**src/rtl/serial_frame_tx_if.sv**
```systemverilog
// -----------------------------------------------------------------------------
// serial_frame_tx_if
// Parallel payload handshake into serial_frame_tx.
//   i_data  : payload word (DATA_W bits), producer -> transmitter
//   i_valid : i_data valid, producer -> transmitter
//   o_ready : transmitter FIFO not full, transmitter -> producer
// Modports: master = payload producer, slave = serial_frame_tx.
// -----------------------------------------------------------------------------
interface serial_frame_tx_if #(
   parameter int DATA_W = 8
) ();
   logic [DATA_W-1:0] i_data;
   logic              i_valid;
   logic              o_ready;

   modport master (output i_data, output i_valid, input o_ready);
   modport slave  (input i_data, input i_valid, output o_ready);
endinterface

```
**src/rtl/serial_frame_tx.sv**
```systemverilog
// -----------------------------------------------------------------------------
// serial_frame_tx
// Buffers parallel payload words in a small FIFO and sends each one as a
// serial frame: SYNC_WORD (bit 0 first) followed by the payload (LSB first),
// then GAP_LEN zero cycles in GAP plus one IDLE cycle before the next frame.
//
// Ports:
//   i_clk          clock, rising edge
//   i_rst_n        asynchronous active-low reset
//   bus (slave)    i_data / i_valid / o_ready payload handshake
//   s_data         serial line, registered
//   o_busy         transmitter not idle, registered
//   o_frame_start  pulse while s_data carries SYNC_WORD[0], registered
//   o_frame_done   pulse while s_data carries the last frame bit, registered
//
// Build option:
//   SERIAL_FRAME_TX_PARITY_EN  appends an even-parity bit (XOR of payload)
//                              after the payload; o_frame_done moves to it.
// -----------------------------------------------------------------------------
module serial_frame_tx #(
   parameter int                DATA_W     = 8,
   parameter int                SYNC_W     = 9,
   parameter logic [SYNC_W-1:0] SYNC_WORD  = 9'b101000111,
   parameter int                FIFO_DEPTH = 4,
   parameter int                GAP_LEN    = 2
) (
   input  logic             i_clk,
   input  logic             i_rst_n,
   serial_frame_tx_if.slave bus,
   output logic             s_data,
   output logic             o_busy,
   output logic             o_frame_start,
   output logic             o_frame_done
);

   localparam int PTR_W   = $clog2(FIFO_DEPTH);
   localparam int CNT_F_W = $clog2(FIFO_DEPTH + 1);
`ifdef SERIAL_FRAME_TX_PARITY_EN
   // index DATA_W inside DATA is the parity bit
   localparam int LAST_IDX = DATA_W;
`else
   localparam int LAST_IDX = DATA_W - 1;
`endif
   localparam int CNT_M1  = (SYNC_W > LAST_IDX + 1) ? SYNC_W : LAST_IDX + 1;
   localparam int CNT_MAX = (CNT_M1 > GAP_LEN) ? CNT_M1 : GAP_LEN;
   localparam int CNT_W   = $clog2(CNT_MAX + 1);

   // State names what s_data is currently showing.
   typedef enum logic [1:0] {
      ST_IDLE = 2'd0,
      ST_SYNC = 2'd1,
      ST_DATA = 2'd2,
      ST_GAP  = 2'd3
   } state_t;

   logic [DATA_W-1:0]  r_mem [FIFO_DEPTH];
   logic [PTR_W-1:0]   r_wr_ptr;
   logic [PTR_W-1:0]   r_rd_ptr;
   logic [CNT_F_W-1:0] r_count;

   state_t             r_state;
   state_t             w_nxt_state;
   logic [CNT_W-1:0]   r_cnt;
   logic [CNT_W-1:0]   w_nxt_cnt;
   logic [DATA_W-1:0]  r_payload;

   logic               w_ready;
   logic               w_push;
   logic               w_pop;
   logic               w_nxt_sdata;
   logic               w_nxt_done;

`ifdef SERIAL_FRAME_TX_PARITY_EN
   logic               r_parity;

   function automatic logic even_parity(input logic [DATA_W-1:0] d);
      return ^d;
   endfunction
`endif

   assign w_ready     = (r_count != CNT_F_W'(FIFO_DEPTH));
   assign w_push      = bus.i_valid & w_ready;
   assign bus.o_ready = w_ready;

   // Payload FIFO: write/read pointers wrap naturally, occupancy kept separately.
   always_ff @(posedge i_clk or negedge i_rst_n) begin
      if (!i_rst_n) begin
         r_wr_ptr <= {PTR_W{1'b0}};
         r_rd_ptr <= {PTR_W{1'b0}};
         r_count  <= {CNT_F_W{1'b0}};
         for (int i = 0; i < FIFO_DEPTH; i++) begin
            r_mem[i] <= {DATA_W{1'b0}};
         end
      end else begin
         if (w_push) begin
            r_mem[r_wr_ptr] <= bus.i_data;
            r_wr_ptr        <= r_wr_ptr + PTR_W'(1);
         end
         if (w_pop) begin
            r_rd_ptr <= r_rd_ptr + PTR_W'(1);
         end
         case ({w_push, w_pop})
            2'b10:   r_count <= r_count + CNT_F_W'(1);
            2'b01:   r_count <= r_count - CNT_F_W'(1);
            default: r_count <= r_count;
         endcase
      end
   end

   // FSM next state, bit counter and pop request.
   always_comb begin
      w_nxt_state = r_state;
      w_nxt_cnt   = r_cnt;
      w_pop       = 1'b0;
      case (r_state)
         ST_IDLE: begin
            // Pop only from IDLE, so a word pushed at edge N leaves at N+1 earliest.
            if (r_count != {CNT_F_W{1'b0}}) begin
               w_pop       = 1'b1;
               w_nxt_state = ST_SYNC;
               w_nxt_cnt   = {CNT_W{1'b0}};
            end else begin
               w_nxt_state = ST_IDLE;
               w_nxt_cnt   = {CNT_W{1'b0}};
            end
         end
         ST_SYNC: begin
            if (r_cnt == CNT_W'(SYNC_W - 1)) begin
               w_nxt_state = ST_DATA;
               w_nxt_cnt   = {CNT_W{1'b0}};
            end else begin
               w_nxt_cnt   = r_cnt + CNT_W'(1);
            end
         end
         ST_DATA: begin
            if (r_cnt == CNT_W'(LAST_IDX)) begin
               w_nxt_state = ST_GAP;
               w_nxt_cnt   = {CNT_W{1'b0}};
            end else begin
               w_nxt_cnt   = r_cnt + CNT_W'(1);
            end
         end
         ST_GAP: begin
            if (r_cnt == CNT_W'(GAP_LEN - 1)) begin
               w_nxt_state = ST_IDLE;
               w_nxt_cnt   = {CNT_W{1'b0}};
            end else begin
               w_nxt_cnt   = r_cnt + CNT_W'(1);
            end
         end
         default: begin
            w_nxt_state = ST_IDLE;
            w_nxt_cnt   = {CNT_W{1'b0}};
         end
      endcase
   end

   // Next serial bit and done flag, derived from the state being entered.
   always_comb begin
      w_nxt_sdata = 1'b0;
      case (w_nxt_state)
         ST_SYNC: w_nxt_sdata = |(SYNC_WORD & (SYNC_W'(1) << w_nxt_cnt));
         ST_DATA: begin
`ifdef SERIAL_FRAME_TX_PARITY_EN
            if (w_nxt_cnt == CNT_W'(DATA_W)) begin
               w_nxt_sdata = r_parity;
            end else begin
               w_nxt_sdata = |(r_payload & (DATA_W'(1) << w_nxt_cnt));
            end
`else
            w_nxt_sdata = |(r_payload & (DATA_W'(1) << w_nxt_cnt));
`endif
         end
         default: w_nxt_sdata = 1'b0;
      endcase
      w_nxt_done = (w_nxt_state == ST_DATA) && (w_nxt_cnt == CNT_W'(LAST_IDX));
   end

   // FSM state register and registered serial outputs.
   always_ff @(posedge i_clk or negedge i_rst_n) begin
      if (!i_rst_n) begin
         r_state       <= ST_IDLE;
         r_cnt         <= {CNT_W{1'b0}};
         r_payload     <= {DATA_W{1'b0}};
         s_data        <= 1'b0;
         o_busy        <= 1'b0;
         o_frame_start <= 1'b0;
         o_frame_done  <= 1'b0;
      end else begin
         r_state       <= w_nxt_state;
         r_cnt         <= w_nxt_cnt;
         s_data        <= w_nxt_sdata;
         o_busy        <= (w_nxt_state != ST_IDLE);
         o_frame_start <= w_pop;
         o_frame_done  <= w_nxt_done;
         if (w_pop) begin
            r_payload <= r_mem[r_rd_ptr];
         end else begin
            r_payload <= r_payload;
         end
      end
   end

`ifdef SERIAL_FRAME_TX_PARITY_EN
   // Parity of the popped word, captured alongside the payload.
   always_ff @(posedge i_clk or negedge i_rst_n) begin
      if (!i_rst_n) begin
         r_parity <= 1'b0;
      end else if (w_pop) begin
         r_parity <= even_parity(r_mem[r_rd_ptr]);
      end else begin
         r_parity <= r_parity;
      end
   end
`endif

endmodule

```
**src/flat_wrapper.sv**
```systemverilog
// flat-port wrapper written by rule: the top's interface ports become plain ports
module serial_frame_tx_flat 
#(
   parameter int                DATA_W     = 8,
   parameter int                SYNC_W     = 9,
   parameter logic [SYNC_W-1:0] SYNC_WORD  = 9'b101000111,
   parameter int                FIFO_DEPTH = 4,
   parameter int                GAP_LEN    = 2
)
  (i_clk, i_rst_n, s_data, o_busy, o_frame_start, o_frame_done, bus_i_data, bus_i_valid, bus_o_ready);
  serial_frame_tx_if #(.DATA_W(DATA_W)) bus_i ();
  input  logic i_clk;
  input  logic i_rst_n;
  output logic s_data;
  output logic o_busy;
  output logic o_frame_start;
  output logic o_frame_done;
  input wire logic [$bits(bus_i.i_data)-1:0] bus_i_data;
  input wire logic [$bits(bus_i.i_valid)-1:0] bus_i_valid;
  output wire logic [$bits(bus_i.o_ready)-1:0] bus_o_ready;
  assign bus_i.i_data = bus_i_data;
  assign bus_i.i_valid = bus_i_valid;
  assign bus_o_ready = bus_i.o_ready;
  serial_frame_tx #(.DATA_W(DATA_W), .SYNC_W(SYNC_W), .SYNC_WORD(SYNC_WORD), .FIFO_DEPTH(FIFO_DEPTH), .GAP_LEN(GAP_LEN)) u_core (.i_clk(i_clk), .i_rst_n(i_rst_n), .bus(bus_i), .s_data(s_data), .o_busy(o_busy), .o_frame_start(o_frame_start), .o_frame_done(o_frame_done));
endmodule
```
**config.mk**
```make
export PLATFORM = sky130hd
export DESIGN_NAME = serial_frame_tx_flat
export DESIGN_NICKNAME = d
export VERILOG_FILES = /design/src/rtl/serial_frame_tx_if.sv /design/src/rtl/serial_frame_tx.sv /design/src/flat_wrapper.sv
export SDC_FILE = /design/constraint.sdc
export NUM_CORES = 1
export LEC_CHECK = 0
export BUFFER_PORTS_ARGS = -buffer_cell sky130_fd_sc_hd__buf_2
export CORE_ASPECT_RATIO = 1.4
export CORE_MARGIN = 1
export CORE_UTILIZATION = 40
export DETAILED_ROUTE_END_ITERATION = 12
export PLACE_DENSITY_LB_ADDON = 0.25
export RECOVER_POWER = 50
export SYNTH_ARGS = -nofsm -noshare
export SYNTH_HDL_FRONTEND = slang
export SYNTH_SLANG_ARGS = --single-unit
```
**constraint.sdc**
```tcl
create_clock -name i_clk -period 2.7 [get_ports i_clk]
set_input_delay 0.27 -clock i_clk [delete_from_list [all_inputs] [get_ports i_clk]]
set_output_delay 0.27 -clock i_clk [all_outputs]
set_load 0.01 [all_outputs]
```
==> results of run 1 <==
[report_power, final]
part           switching, mW  internal (mW)  total [mW]  leakage [nW]
clock network          0.337          0.377       0.714        0.0911
logic                  0.617          0.848        1.46         0.586
registers              0.338           1.28        1.62         0.683
total                   1.29           2.50        3.80          1.36
[worst paths after layout]
path,start,end,slack [ns],cells after the start
max,u_core.r_cnt[0],u_core.s_data,0.28,8
min,bus_i_data[2],u_core.r_mem[26],0.21,2
max reg2reg,u_core.r_cnt[0],u_core.s_data,0.28,8
min reg2reg,u_core.r_mem[7],u_core.r_mem[7],0.50,1
max in group asynchronous,i_rst_n,u_core.r_state[1],0.99,3
min in group asynchronous,i_rst_n,u_core.o_frame_done,0.87,3
[state kept, by name, summed over array words and instances (netlist names), 2 cells and up]
register          cells
u_core.r_payload      8
u_core.r_count        3
u_core.r_state        2
u_core.r_wr_ptr       2
u_core.r_cnt          4
u_core.r_mem         32
u_core.r_rd_ptr       2
[what timing repair did]
item,CTS,global route
hold buffers,1,0
hold endpoints to repair,57,0
gates resized for setup,0,0
[metal layers]
metal  GRT usage [%]  up-vias  routed length [um]
met1            17.3      836                2050
met2            26.1       15                2450
met5               0        -                   0
met4            9.80        0                 119
met3            4.26        9                 103
li1                -      762                   -
[logic make-up after synthesis]
logic type,count (synthesis)
AO/OA/AOI/OAI,19
multiplexers,50
AND/OR/NAND/NOR,34
adder cells (fa/ha/maj),12
XOR/XNOR,7
buffers and inverters,21
flip-flops,57
[metrics by stage]
| step | cells | utilization [%] | cell area, um^2 | hold slack, ns | power [mW] |
|---|---|---|---|---|---|
| 2_1_floorplan | 200 | - | 2730 | -0.0256 | 2.78 |
| 3_3_place_gp | 285 | 43.9 | 2890 | 0.297 | 3.09 |
| 3_5_place_dp | 285 | 43.9 | 2890 | 0.300 | 3.13 |
| 4_1_cts | 302 | 46.8 | 3080 | 0.197 | 3.86 |
| 5_1_grt | 302 | 46.6 | 3060 | 0.194 | 4.10 |
| 6_report | 302 | 46.6 | 3060 | 0.208 | 3.80 |
[area by class of cell]
| type | instances | area [um^2] |
|---|---|---|
| clock buffers | 11 | 151 |
| fillers | 614 | 3510 |
| well taps | 74 | 92.6 |
| multi-input cells | 122 | 1210 |
| repair buffers | 18 | 95.1 |
| flip-flops and latches | 57 | 1430 |
| inverters | 15 | 56.3 |
| clock inverters | 5 | 30.0 |
[cells in the mapped netlist (2+ instances only)]
library cell and n:
buf_2 4, nand3b_1 5, xnor2_1 5, ha_1 11
dfrtp_1 57, inv_1 14, nand2_1 9, mux2i_1 2
nand2b_1 2, a21oi_1 3, nand3_1 2, o21ai_0 3
xor2_1 2, mux2_2 40, mux4_2 8, nor2_1 3
nor3_1 4
==> impl_metrics.tcl, run 1 <==
set metrics [dict create \
    status "finished clean" \
    rsz0062_at_grt "false" \
    path_cells "inv_1 > ha_1 > nand3b_1 > a21boi_2 > o21ai_0 > ha_1 > or3b_1 > o32ai_1" \
    vias_per_cell 5.37 \
    tritoncts "done" \
    crit_path_max_incr_delay_ns 0.55 \
    period_minus_slack_ns 2.42 \
    grt_antenna_before_repair 0 \
    yosysSeqAreaShare_pct 52.3 \
    num_io_pins 16 \
    synth_fa_ha_area_share_pct 5.79 \
    power.density_nw_per_um2 1240 \
    crit_slowest_cell "dfrtp_1" \
    die_x_um 71.8 \
    drv_slew 0 \
    port_buffers 15 \
    die_area_um2 7150 \
    ys_ff_latch 57 \
    cts-root-buf "clkbuf_8" \
    drv_cap 0 \
    clk_pin_slew_worst_paths_ns 0.07 \
    rows 35 \
    dr.pass1.iters 4 \
    cp-start-kind "flip-flop" \
    grt_usage_pct 15.6 \
    setup_slack_ns 0.283 \
    coreArea_um2 6570 \
    cts_sinks 57 \
    hold_class "in2reg" \
    area_growth_pct 12.3 \
    place_hpwl_um 3270 \
    layout-drive-gt1-share_pct 36.8 \
    setup_tns_ns 0 \
    drc 0 \
    ant_nets 0 \
    yosys_warnings 0 \
    final_cell_mix "57 x dfrtp_1, 40 x mux2_2, 14 x inv_1" \
    path_common_cell "ha_1" \
    start_util_pct 41.5 \
    p_leak_nw 1.36 \
    syn_inst 200 \
    grt_pass1_wl_um 8090 \
    diodes 0 \
    synthSimpleGateAreaFrac_pct 7.25 \
    worst_pin_slew_ns 1.39 \
    synth_top_cell_area_share_pct 52.3 \
    syn_nets 223 \
    ys.flop_type "dfrtp_1" \
    yosys.area.top_type "dfrtp_1" \
    final_common_cell "dfrtp_1" \
    num_vias 1622 \
    fin_crit_sh_pct 89.5 \
    wl_per_cell_um 15.7 \
    setup_violations 0 \
    slew_headroom_pct 7.15 \
    dp_slack_ns 0.312 \
    syn_avg_cell_area_um2 13.6 \
    post-cts-setup-buffers 0 \
    h-tree-depth 3 \
    criticalPathCategory "reg2reg" \
    async_flop_share_pct 100 \
    synthDistinctLibCells 43 \
    critPathBufInv 1 \
    fp.dieH_um 99.7 \
    drt_iter0_drc 52 \
    synth-xor-area-share_pct 2.25 \
    drt-total-wl_um 4730 \
    fin_nets 246 \
    vdd_ir_drop_max_mv 0.666 \
    hold_viol 0 \
    grt-ovfl-total 0 \
    numCtsBuffers 9 \
    grt_max_degree 58 \
    arrival_ns 2.65 \
    cp_max_fo 10 \
    synth_compound_area_share_pct 5.14 \
    synth_mux_area_share_pct 23.9 \
    clock_skew_ns 0.00392 \
    synth_top_family_by_area "multiplexers" \
    insertion_delay_ns 0.33 \
    syn_area_um2 2730 \
    end_kind "flip-flop" \
    synth_edf_count 0 \
    grt_pass1_vias 1674 \
    cp.required_ns 2.93 \
    routabilityCongestion 0.779 \
    fmax_mhz 414 \
    cts.path.max_buffers 2 \
    synth.area.top_cells "dfrtp_1 52%, mux2_2 17%, mux4_2 6.6%" \
    cpLargestDelayFamily "compound AO/OA/AOI/OAI gates" \
]
No activity file was read; power rests on OpenSTA's default activity.
==> inputs of run 2 (changes only) <==
--- a/config.mk
+++ b/config.mk
@@ -7,9 +7,10 @@
 export LEC_CHECK = 0
 export BUFFER_PORTS_ARGS = -buffer_cell sky130_fd_sc_hd__buf_2
 export CORE_ASPECT_RATIO = 1.4
-export CORE_MARGIN = 1
+export CORE_MARGIN = 2
 export CORE_UTILIZATION = 40
 export DETAILED_ROUTE_END_ITERATION = 12
+export GPL_TIMING_DRIVEN = 0
 export PLACE_DENSITY_LB_ADDON = 0.25
 export RECOVER_POWER = 50
 export SYNTH_ARGS = -nofsm -noshare
==> run 2 against run 1 <==
  * Total power is 5.4% higher
  * Clock power is 19% higher
  * Register-to-register slack got worse by 0.07 ns
  * Fmax is 2.9% lower
  * Final area up 2.6%
  * Worst setup slack got worse by 0.072 ns
  * Die area is 4.8% higher
  * Global-route usage is 0.64 points lower
  * Critical path depth increased by 2
  * Critical endpoint unchanged
  * Largest cell class unchanged
==> impl_metrics.tcl, run 2 (synthesized netlist as in run 1, its figures left out) <==
set metrics [dict create \
    vias_per_cell 4.98 \
    final-seq-area_um2 1430 \
    crit_path_max_incr_delay_ns 0.40 \
    routabilityCongestion 0.769 \
    diodes 0 \
    grt_usage_pct 14.9 \
    dr.pass1.iters 4 \
    numCtsBuffers 9 \
    crit_slowest_cell "dfrtp_1" \
    h-tree-depth 3 \
    ant_nets 0 \
    grt_pass1_vias 1694 \
    status "finished clean" \
    rsz0062_at_grt "false" \
    wl_per_cell_um 14.6 \
    power.density_nw_per_um2 1280 \
    place_area_um2 2920 \
    fin_crit_sh_pct 92.2 \
    die_x_um 73.8 \
    port_buffers 15 \
    end_kind "flip-flop" \
    cts-root-buf "clkbuf_8" \
    layout-drive-gt1-share_pct 38.4 \
    drt-total-wl_um 4720 \
    drv_cap 0 \
    final_util_pct 47.5 \
    postCtsHoldBufs 0 \
    fin_area_um2 3140 \
    cp-start-kind "flip-flop" \
    path_cells "buf_2 > inv_2 > ha_1 > nand3b_1 > a21boi_2 > buf_6 > o21ai_1 > ha_1 > or3b_1 > o32ai_2" \
    grt_pass1_wl_um 8200 \
    setup_tns_ns 0 \
    arrival_ns 2.72 \
    fin_nets 250 \
    criticalPathCategory "reg2reg" \
    grt_antenna_before_repair 0 \
    largest_register_ffs 32 \
    num_io_pins 16 \
    place_hpwl_um 3290 \
    insertion_delay_ns 0.33 \
    fp.dieH_um 102 \
    num_vias 1613 \
    cts_sinks 57 \
    vdd_ir_drop_max_mv 0.506 \
    drt_iter0_drc 86 \
    period_minus_slack_ns 2.49 \
    path_common_cell "ha_1" \
    die_area_um2 7500 \
    clock_skew_ns 0.00634 \
    slew_headroom_pct 6.84 \
    drv_slew 0 \
    fillerInstances 617 \
    hold_viol 0 \
    cts.path.max_buffers 2 \
    rows 35 \
    fmax_mhz 402 \
    start_util_pct 41.2 \
    coreArea_um2 6610 \
    setup_violations 0 \
    final_common_cell "dfrtp_1" \
    tritoncts "done" \
    worst_pin_slew_ns 1.40 \
    multi_input_area_um2 1210 \
    grt_max_degree 58 \
    top_register "u_core.r_mem" \
    drc 0 \
    clk_pin_slew_worst_paths_ns 0.07 \
    cp.required_ns 2.94 \
    area_growth_pct 15.2 \
    cp_max_fo 10 \
    grt-ovfl-total 0 \
    p_leak_nw 1.39 \
    reg_top3 "u_core.r_mem: 32 flops, u_core.r_payload: 8 flops, u_core.r_cnt: 4 flops" \
    hold_class "in2reg" \
    final_cell_mix "57 x dfrtp_1, 40 x mux2_2, 16 x buf_2" \
]
[run 2: cell types whose count changed in the layout (fill, tap and decap cells not counted), sizes merged]
| cell | delta |
|---|---|
| buf | +5 |
| bufinv | +2 |
| clkbuf | -1 |
| clkinvlp | -1 |
| dlygate4sd3 | -1 |
[run 2: per-stage QoR]
| stage | setup WS (ns) | instances | hold WS, ns | power, mW |
|---|---|---|---|---|
| after floorplan | 0.396 | 200 | -0.0256 | 2.78 |
| after global placement | 0.113 | 307 | 0.481 | 3.11 |
| after detailed placement | 0.0824 | 307 | 0.488 | 3.16 |
| after CTS | 0.0329 | 323 | 0.198 | 4.02 |
| after global routing | 0.0251 | 324 | 0.208 | 4.31 |
| final | 0.211 | 324 | 0.210 | 4.00 |
[run 2: final cells by class]
cell class	count	area share, %
plain buffers	6	1.12
well taps	92	3.67
multi-input cells	122	38.7
clock inverters	6	2.63
repair buffers	16	2.55
flip-flops and latches	57	45.5
inverters	15	1.79
clock buffers	10	4.07
[run 2: where the power goes]
part	internal, mW	switching [mW]	leakage (nW)
registers	1.28	0.227	0.683
clock network	0.514	0.337	0.106
logic	0.890	0.754	0.604
[run 2: worst paths after layout]
kind	startpoint	to	slack, ns	cells after the start
setup reg to reg	u_core.r_cnt[0]	u_core.s_data	0.21	10
min in group asynchronous	i_rst_n	u_core.r_wr_ptr[1]	0.25	1
max in group asynchronous	i_rst_n	u_core.r_cnt[2]	1.60	1
setup / recovery	u_core.r_cnt[0]	u_core.s_data	0.21	10
hold reg to reg	u_core.r_mem[28]	u_core.r_mem[28]	0.50	1
hold / removal	bus_i_data[6]	u_core.r_mem[6]	0.21	2
[run 2: critical path, delay by kind of cell (launching register included)]
kind | cells | cell delay [ns]
fa+ha+maj | 2 | 0.52
flops | 1 | 0.40
buf+inv | 3 | 0.45
compound gates | 3 | 0.52
simple gates | 2 | 0.50
[run 2: per-layer routing]
layer,GRT usage [%],wire [um],up-vias
li1,-,-,770
met1,18.1,2110,810
met2,23.4,2390,23
met3,4.18,112,10
met4,9.09,114,0
met5,0,0,-
[run 2: what timing repair did]
item | in CTS | in global routing
setup endpoints to repair | 0 | 1
resized for setup | 0 | 3
setup buffers | 0 | 1
==> inputs of run 3 (changes only) <==
--- a/config.mk
+++ b/config.mk
@@ -5,7 +5,8 @@
 export SDC_FILE = /design/constraint.sdc
 export NUM_CORES = 1
 export LEC_CHECK = 0
-export BUFFER_PORTS_ARGS = -buffer_cell sky130_fd_sc_hd__buf_2
+export ABC_CLOCK_PERIOD_IN_PS = 2700
+export BUFFER_PORTS_ARGS = -buffer_cell sky130_fd_sc_hd__buf_4
 export CORE_ASPECT_RATIO = 1.4
 export CORE_MARGIN = 2
 export CORE_UTILIZATION = 40
==> run 3 against run 2 <==
  * Utilization increased by 0.057 points
  * Critical path type unchanged
  * Combinational power hardly changed
  * Final area grew 0.12%
  * Routed wire length shrank 0.91%
  * Largest cell class unchanged
  * Fmax increased by 0.62%
  * Register-to-register slack improved by 0.02 ns
  * Critical endpoint unchanged
  * Cell count is the same
==> impl_metrics.tcl, run 3 (synthesized netlist as in run 1, its figures left out) <==
set metrics [dict create \
    status "finished clean" \
    grt_antenna_before_repair 0 \
    diodes 0 \
    postCtsHoldBufs 0 \
    criticalPathCategory "reg2reg" \
    cp_max_fo 10 \
    num_io_pins 16 \
    numCtsBuffers 9 \
    insertion_delay_ns 0.33 \
    arrival_ns 2.70 \
    fin_crit_sh_pct 91.6 \
    end_kind "flip-flop" \
    fp.dieH_um 102 \
    vias_per_cell 4.98 \
    power.density_nw_per_um2 1230 \
    drc 0 \
    dpl.cell_count 307 \
    critPathBufInv 3 \
    rows 35 \
    power.total_mw 3.87 \
    top_register "u_core.r_mem" \
    final_cell_mix "57 x dfrtp_1, 40 x mux2_2, 13 x inv_1, 13 x buf_4, 11 x clkbuf_8" \
    vdd_ir_drop_max_mv 0.575 \
    r2r_start "u_core.r_cnt[0]" \
    coreArea_um2 6610 \
    fin_area_um2 3140 \
    setup_violations 0 \
    dp_slack_ns 0.105 \
    fin_nets 250 \
    area_growth_pct 15.3 \
    num_vias 1612 \
    grt-ovfl-total 0 \
    drv_slew 0 \
    clock_skew_ns 0.00659 \
    crit_slowest_cell "dfrtp_1" \
    cts.path.max_buffers 2 \
    ant_nets 0 \
    crit_start "u_core.r_cnt[0]" \
    largest_register_ffs 32 \
    fmax_mhz 404 \
    p_leak_nw 1.39 \
    place_hpwl_um 3240 \
    start_util_pct 41.2 \
    period_minus_slack_ns 2.47 \
    cp.required_ns 2.93 \
    hp-start "bus_i_data[3]" \
    hold_viol 0 \
    die_x_um 73.8 \
    h-tree-depth 3 \
    final_common_cell "dfrtp_1" \
    slew_headroom_pct 6.78 \
    tritoncts "done" \
    routabilityCongestion 0.780 \
    path_cells "buf_2 > inv_2 > ha_2 > nand3b_1 > a21boi_2 > buf_6 > o21ai_1 > ha_1 > or3b_1 > o32ai_2" \
    crit_path_max_incr_delay_ns 0.40 \
    setup_tns_ns 0 \
    grt_max_degree 58 \
    drv_cap 0 \
    setup_slack_ns 0.227 \
    die_area_um2 7500 \
    cpLargestDelayFamily "compound AO/OA/AOI/OAI gates" \
    drt-total-wl_um 4680 \
    grt_pass1_wl_um 8220 \
    layout-drive-gt1-share_pct 39.2 \
    grt_pass1_vias 1706 \
    rsz0062_at_grt "false" \
    clk_pin_slew_worst_paths_ns 0.06 \
    final-instance-count-excl-fill 324 \
    cp-start-kind "flip-flop" \
    wl_per_cell_um 14.4 \
    hold_class "in2reg" \
    reg_top3 "u_core.r_mem: 32 flops, u_core.r_payload: 8 flops, u_core.r_cnt: 4 flops" \
    grt_usage_pct 14.8 \
    cts_sinks 57 \
    drt_iter0_drc 74 \
    dr.pass1.iters 4 \
    place_area_um2 2950 \
    port_buffers 15 \
    cts-root-buf "clkbuf_8" \
    worst_pin_slew_ns 1.40 \
]
[run 3: final cells by class]
| class | count | area, um^2 |
|---|---|---|
| Timing Repair Buffer | 16 | 110 |
| Sequential cell | 57 | 1430 |
| Tap cell | 92 | 115 |
| Clock inverter | 5 | 30.0 |
| Fill cell | 623 | 3470 |
| Buffer | 6 | 35.0 |
| Multi-Input combinational cell | 122 | 1220 |
| Inverter | 15 | 56.3 |
| Clock buffer | 11 | 151 |
[run 3: through the flow]
| step | hold slack (ns) | utilization, % |
|---|---|---|
| floorplan | -0.0256 | - |
| global placement | 0.381 | 44.7 |
| detailed placement | 0.380 | 44.7 |
| CTS | 0.0173 | 47.4 |
| global route | 0.178 | 47.5 |
| finish | 0.197 | 47.5 |
[run 3: power breakdown]
group	switching (mW)	internal, mW	total (mW)
Combinational	0.755	0.904	1.66
Clock	0.333	0.377	0.711
Sequential	0.222	1.28	1.50
[run 3: worst register-to-register path, stage by stage (launching register included)]
cell      delay [ns]
dfrtp_1         0.40
buf_2           0.19
inv_2           0.11
ha_2            0.21
nand3b_1        0.10
a21boi_2        0.21
buf_6           0.16
o21ai_1         0.11
ha_1            0.29
or3b_1          0.38
o32ai_2         0.21
[run 3: path summary, 6_finish.rpt]
path	end	slack, ns	cells past startpoint
setup / recovery	u_core.s_data	0.23	10
hold / removal	u_core.r_mem[27]	0.20	2
setup reg to reg	u_core.s_data	0.23	10
hold reg to reg	u_core.r_count[0]	0.50	1
max in group asynchronous	u_core.r_mem[26]	1.60	1
min in group asynchronous	u_core.r_mem[17]	0.26	1
[run 3: what timing repair did]
action / CTS / global route
setup endpoints to repair: 0 / 1
buffers inserted: 0 / 1
resized for setup: 0 / 4
[run 3: per-layer routing]
layer	vias to the layer above	GRT usage [%]	wire (um)
met5	-	0	0
met3	11	3.98	127
met4	0	7.13	102
li1	773	-	-
met1	808	17.8	2070
met2	20	24.2	2380
